==> config.mk <==
export PLATFORM = sky130hd
export DESIGN_NAME = f1_reaction_timer
export DESIGN_NICKNAME = d
export VERILOG_FILES = /design/src/rtl/f1_reaction_timer.sv
export SDC_FILE = /design/constraint.sdc
export NUM_CORES = 1
export LEC_CHECK = 0
export BUFFER_PORTS_ARGS = -buffer_cell sky130_fd_sc_hd__buf_2
export CORE_ASPECT_RATIO = 1.5
export CORE_UTILIZATION = 46
export CTS_CLUSTER_DIAMETER = 80
export DETAILED_ROUTE_END_ITERATION = 12
export PLACE_DENSITY = 0.66
export SYNTH_ARGS = -nofsm -noshare
export SYNTH_HDL_FRONTEND = slang
export SYNTH_SLANG_ARGS = --single-unit
==> constraint.sdc <==
create_clock -name clk -period 5.8 [get_ports clk]
set_clock_uncertainty 0.05 [all_clocks]
set_input_delay 1.45 -clock clk [delete_from_list [all_inputs] [get_ports clk]]
set_output_delay 1.45 -clock clk [all_outputs]
set_load 0.1 [all_outputs]
==> src/rtl/f1_reaction_timer.sv <==
// f1_reaction_timer: random-delay lights-out and driver reaction timer with jump-start detection.
// Define F1_TIMER_FIXED_DELAY_EN to load FIXED_DELAY instead of the LFSR value.
module f1_reaction_timer #(
  parameter int         CNT_W       = 16,
  parameter logic [6:0] FIXED_DELAY = 7'd10
) (
  input  logic             clk,
  input  logic             rst,
  input  logic             tick,
  input  logic [7:0]       lights,
  input  logic             btn,
  output logic             lights_off,
  output logic [CNT_W-1:0] react_cnt,
  output logic             valid,
  output logic             jump_start,
  output logic             busy
);
  typedef enum logic [1:0] {IDLE, DELAY, TIMING, DONE} state_t;
  state_t           state, state_n;
  logic [6:0]       lfsr, delay_cnt, delay_cnt_n, load_val;
  logic [CNT_W-1:0] rcnt, rcnt_n, react_cnt_n;
  logic             btn_q, press, lights_off_n, valid_n, jump_start_n;
  assign press = btn & ~btn_q;
`ifdef F1_TIMER_FIXED_DELAY_EN
  assign load_val = FIXED_DELAY;
`else
  assign load_val = lfsr;
`endif
  always_ff @(posedge clk) begin
    if (rst) begin
      state      <= IDLE;
      lfsr       <= 7'h01;
      btn_q      <= 1'b0;
      delay_cnt  <= '0;
      rcnt       <= '0;
      react_cnt  <= '0;
      lights_off <= 1'b0;
      valid      <= 1'b0;
      jump_start <= 1'b0;
      busy       <= 1'b0;
    end else begin
      state      <= state_n;
      lfsr       <= {lfsr[5:0], lfsr[6] ^ lfsr[5]};
      btn_q      <= btn;
      delay_cnt  <= delay_cnt_n;
      rcnt       <= rcnt_n;
      react_cnt  <= react_cnt_n;
      lights_off <= lights_off_n;
      valid      <= valid_n;
      jump_start <= jump_start_n;
      busy       <= (state_n == DELAY) || (state_n == TIMING);
    end
  end
  // A press always takes priority over a tick arriving in the same cycle.
  always_comb begin
    state_n      = state;
    delay_cnt_n  = delay_cnt;
    rcnt_n       = rcnt;
    react_cnt_n  = react_cnt;
    lights_off_n = lights_off;
    valid_n      = 1'b0;
    jump_start_n = jump_start;
    case (state)
      IDLE: if (lights == 8'hFF) begin
        state_n     = DELAY;
        delay_cnt_n = load_val;
      end
      DELAY: if (press) begin
        valid_n      = 1'b1;
        jump_start_n = 1'b1;
        react_cnt_n  = '0;
        state_n      = DONE;
      end else if (tick) begin
        delay_cnt_n = delay_cnt - 7'd1;
        if (delay_cnt == 7'd1) begin
          state_n      = TIMING;
          lights_off_n = 1'b1;
          rcnt_n       = '0;
        end
      end
      TIMING: if (press) begin
        react_cnt_n  = rcnt;
        jump_start_n = 1'b0;
        valid_n      = 1'b1;
        state_n      = DONE;
      end else if (tick && rcnt != '1) begin
        rcnt_n = rcnt + CNT_W'(1);
      end
      DONE: if (lights == 8'h00) begin
        lights_off_n = 1'b0;
        state_n      = IDLE;
      end
      default: state_n = IDLE;
    endcase
  end
endmodule

-- Word level (Yosys, flattened, before mapping)
Index checks and enable logic that the tools add are counted.
- input port bits: 12
- register bits after elaboration: 53
- word-level logic and storage cells: 75
- output and inout bits: 20
- reduce and logical (&&, ||, !) cells: 13
- muxes and demuxes: 29
- add/sub/neg operators: 2
- bitwise logic cells: 4
- eq/ne operators: 17
- operators by type and width (cell ; count):
    16-bit two-way mux ; 7
    16-bit case mux with 2 select lines ; 2
    7-bit two-way mux ; 3
    2-bit inequality test, second input constant ; 9
    16-bit by 1-bit adder with 16-bit output, second input constant ; 1
    16-bit inequality test, second input constant ; 1
    7-bit case mux with 2 select lines ; 1
    2-bit two-way mux ; 6
    8-bit equality test, second input constant ; 1
    8-bit logical NOT ; 1
    2-bit case mux with 4 select lines ; 1
    7-bit by 1-bit equality test with 1-bit output, second input constant ; 1
    1-bit two-way mux ; 7
    7-bit by 1-bit subtractor with 7-bit output, second input constant ; 1
    2-bit equality test, second input constant ; 3
    6-bit AND reduction ; 1
    2-bit nonzero test ; 3
    5-bit AND reduction ; 1
    2-bit by 1-bit equality test with 1-bit output, second input constant ; 2
    1-bit case mux with 2 select lines ; 2
    4-bit AND reduction ; 1
    2-bit OR reduction ; 2
    3-bit AND reduction ; 1
    2-bit logical NOT ; 1
    other kinds (5) ; 6

-- Depth between registers and ports, before layout
- depth in word-level cells: 7
- gate-level depth with buffers: 10

-- Worst setup path before layout
OpenSTA, ideal clock, no wires.
- path kind: input -> register
- start: in lights[5]
- end: reg busy
- setup time: 0.128 ns
- path slack: 3.020 ns
- arrival time: 2.603 ns
- stages on the path: 6
- path buffers: 0
- cell sequence: nor4_1 -> a21boi_0 -> or2_0 -> o32ai_1 -> xor2_1 -> nor2_1
- longest elaborated chain between the ends: 5
- ends and longest elaborated chain (element ; line ; RTL):
    start, declared ; 10 ; input logic [7:0] lights,
    8-bit equality test / 8-bit logical NOT (equally long branches) ; 64, 89 ;
    2-bit two-way mux, on equally long branches ; 64, 89 ;
    2-bit case mux with 4 select lines * ; 63 ; case (state)
    2-bit by 1-bit equality test with 1-bit output / 2-bit equality test (equally long branches) ; 51 ; busy <= (state_n == DELAY) || (state_n == TIMING);
    1-bit logical OR * ; 51 ;
    end signal, assigned ; 51 ;
    end, declared ; 16 ; output logic busy
Every way passes the cells marked *; elsewhere a longest branch is shown, timed or not.
A chain may end at the register's enable or synchronous reset.

-- Worst setup path after layout
- start: in btn
- end: reg rcnt[11]
- longest elaborated chain between the ends: 3
- ends and longest elaborated chain (element ; line ; RTL):
    start, declared ; 11 ; input logic btn,
    1-bit AND * ; 23 ; assign press = btn & ~btn_q;
    2-bit inequality test (no line) ; -- ;
    6-bit AND reduction (no line) * ; -- ;
    end signal, assigned ; 46 ; rcnt <= rcnt_n;
    end, declared ; 21 ; logic [CNT_W-1:0] rcnt, rcnt_n, react_cnt_n;
Marked as above.

==> run_results.csv <==
group,metric,value,unit
synthesis,synth.area.top_cells,"dfxtp_1, a22oi_1, nor2_1",
die,rows,32,
worst_setup_path,crit_chain,"buf_2, and3b_1, nor2_1, o21a_1, nor2_1, o21ai_0, o31ai_1",
power,p_leak,1.08,nW
worst_setup_path,crit_top_cell,"nor2_1",
grt,use_met3,0.0308,
routing,vias,2270,
timing,report.final.hold_viol_count,0,
worst_hold_path,worstHoldStart,"lfsr[4]",
grt,grt_use_met1,0.237,
worst_hold_path,hold_path.class,"flip-flop to flip-flop",
power,peakVddDrop,0.000142,V
synthesis,yosys_warnings,0,
routing,first_pass_iters,4,
synthesis,yosys.area.top_type,"dfxtp_1",
synthesis,synth-seq-area-share,0.421,
worst_setup_path,criticalPathCategory,"primary input to flip-flop",
synthesis,synth_edf_count,0,
timing,timing.final.max_slew_violations,0,
die,die_width,62.4,µm
routing,drtAntennaViolNets,0,
grt,track_usage,0.207,
worst_setup_path,cp.required,5980,ps
layout,areaGrowthSynthToFinish,11.6,%
worst_setup_path,path_max_fanout,18,
synthesis,syn_avg_cell_area,8.37,µm²
synthesis,syn-cell-area,0.00252,mm²
grt,grt_pass1_vias,2119,
clock_network,clockRootBuffer,"clkbuf_8",
worst_setup_path,critical-path-top-delay-family,"simple AND/OR/NAND/NOR gates",
routing,drt_iter0_drc,144,
worst_setup_path,reg2reg_slack,3030,ps
clock_network,worstSkewPairLatency,310,ps
die,die_y,92.6,µm
layout,n_antenna_cell,0,
placement,io_buffers,31,
worst_setup_path,startpoint,"btn",
timing,finalSetupTns,0,ps
die,core,0.00520,mm²
worst_setup_path,cpPeakStageDelay,590,ps
routing,drc,0,
synthesis,syn_inst,301,
worst_setup_path,cp-end-kind,"flip-flop",
timing,tightest_slew,820,ps
synthesis,async_reset_ff_frac,0,
routing,drt-total-wl,5.59,mm
layout,nNetsFinal,343,
clock_network,postCtsResizedCells,0,
grt,antenna_found_initial,0,
clock_network,cts_tree,"done",
power,intPower,0.000513,W
clock_network,clkSinkCount,53,
timing,setup_violations,0,
timing,fmax,325,MHz
clock_network,cts.reportedPaths.clkPinSlew,90,ps
grt,grt_pass1_wl,9.63,mm
worst_setup_path,timing.critical_path.buf_inv,1,
worst_setup_path,worstPathArrival,3260,ps
clock_network,cts_buffers,5,
power,power.share.clock,0.402,
layout,drive_gt1_frac,0.136,
power,powerDensity,230,mW/mm²
flow_run,drv_cap,0,
routing,wl_per_cell,14.3,µm
worst_setup_path,slowest_stage,"and3b_1",
worst_setup_path,rr_startpoint,"state[0]",
timing,rsz0062_at_grt,"no",
power,switching_share,0.206,
die,start_util,0.484,
power,finalPower,0.000646,W
power,p_comb_frac,0.030,
grt,met2_usage,0.371,
clock_network,clk_path_buf_depth,2,
routing,via_per_inst,5.79,
grt,grt_max_degree,49,
grt,grt-ovfl-total,0,
layout,n_fill_cell,520,
clock_network,ctsHoldBuffers,0,
synthesis,yosysUniqueCellTypes,50,
clock_network,cts_post_setup_buffers_inserted,0,
die,die_area,0.00578,mm²
layout,final_util,0.540,
power,seqPwrFrac,0.568,
timing,fin_crit_sh,0.531,
placement,place_congestion,0.853,
synthesis,yosysTopAreaCellShare,0.421,
grt,top_usage_layer,"met2",
die,ios,32,
synthesis,ys_ff_latch,53,
synthesis,synthFlopType,"dfxtp_1",
worst_setup_path,cp-start-kind,"primary input",
power,p_sw,0.000133,W
timing,min_period,3080,ps
timing,slew_headroom,0.454,
clock_network,ctsHtreeMaxLevel,2,
status,outcome,"complete, no violations",
placement,dp_hpwl,3.94,mm
synthesis,mappedNetlistNets,321,
-- kinds of logic (layout without fill, tap and decap cells) --
family	count (synthesis)	after routing	synth area share
AND/OR/NAND/NOR	128	128	0.260
AO/OA/AOI/OAI	86	86	0.230
flip-flops	53	53	0.421
buffers and inverters	23	46	0.0378
adder cells (fa/ha/maj)	8	8	0.0397
XOR/XNOR	2	2	0.00696
multiplexers	1	1	0.00447
-- layout by cell type (no fill, tap or decap), types with 2 or more instances in the layout --
cell type  count
ha_1           8
and4_1         5
or3_1          5
nand2b_1       4
and3_1         4
and2_1         2
nor3_1         4
dfxtp_1       53
a211oi_1       4
o32ai_1        2
a211o_1        2
a22oi_1       20
a21oi_1       16
nand4_1        8
clkbuf_8       6
inv_1          6
nor4_1         2
nor2_1        36
o31ai_1        4
buf_2         31
a22o_1         2
nor2b_1       10
nand3_1       12
nand2_1       27
o21ai_0       20
a31oi_1        6
-- power groups by stage --
stage	clock, W	combinational (W)	sequential [W]
after CTS	0.000267	0.0000198	0.000367
after global placement	0	0.0000195	0.000376
after detailed placement	0	0.0000197	0.000376
after floorplan	0	0.0000114	0.000376
final	0.000260	0.0000195	0.000367
after global routing	0.000281	0.0000217	0.000368
-- worst reg2reg max path: stages (launching register included) --
cell and delay [ps]:
dfxtp_1 340, inv_1 130, ha_1 420, and3b_1 660, nor2_1 120, o21a_1 210
nor2_1 480, o21ai_0 210, o31ai_1 90
-- cell usage after synthesis (all sizes together), types with 4 or more instances --
| cell | instances |
|---|---|
| nand2b | 4 |
| o31ai | 4 |
| nand3 | 12 |
| a211oi | 5 |
| nor2 | 36 |
| buf | 5 |
| a21oi | 16 |
| clkbuf | 12 |
| nand2 | 28 |
| and3 | 4 |
| dfxtp | 53 |
| o21ai | 21 |
| nand4 | 8 |
| and4 | 5 |
| nor3 | 4 |
| ha | 8 |
| a31oi | 6 |
| a22oi | 20 |
| inv | 6 |
| or3 | 5 |
| nor2b | 10 |
-- final timing paths --
check,endpoint,cells after the start
hold / removal,lfsr[5],1
setup / recovery,rcnt[11],7
setup reg to reg,rcnt[11],8
hold reg to reg,lfsr[5],1
-- per-stage QoR --
step / setup slack, ps / hold slack (ps) / instances / cell area (µm²)
floorplan: 3020 / 388 / 301 / 2520
global placement: 2430 / 398 / 384 / 2690
detailed placement: 2400 / 410 / 384 / 2690
CTS: 2730 / 428 / 392 / 2810
global route: 2560 / 449 / 392 / 2810
finish: 2720 / 424 / 392 / 2810
-- flip-flops by register name, indices dropped and copies added, names as in the netlist --
register,count
jump_start,1
lights_off,1
react_cnt,16
delay_cnt,7
busy,1
state,2
valid,1
btn_q,1
rcnt,16
lfsr,7
-- metal layers --
layer  vias to the layer above  part of all wire  wire (µm)
li1                       1142                 -          -
met1                      1064              0.43       2410
met2                        56              0.51       2850
met3                         8             0.039        220
met4                         0             0.018         99
met5                         -                 0          0
-- area by class of cell --
type	instances	area (µm²)	share of cell area
Tap cell	68	85.1	0.0303
Sequential cell	53	1060	0.378
Timing Repair Buffer	32	163	0.0579
Multi-Input combinational cell	225	1360	0.485
Clock buffer	7	86.3	0.0307
Clock inverter	1	30.0	0.0107
Inverter	6	22.5	0.00801
Note: power is estimated with default switching activity, not from simulation.
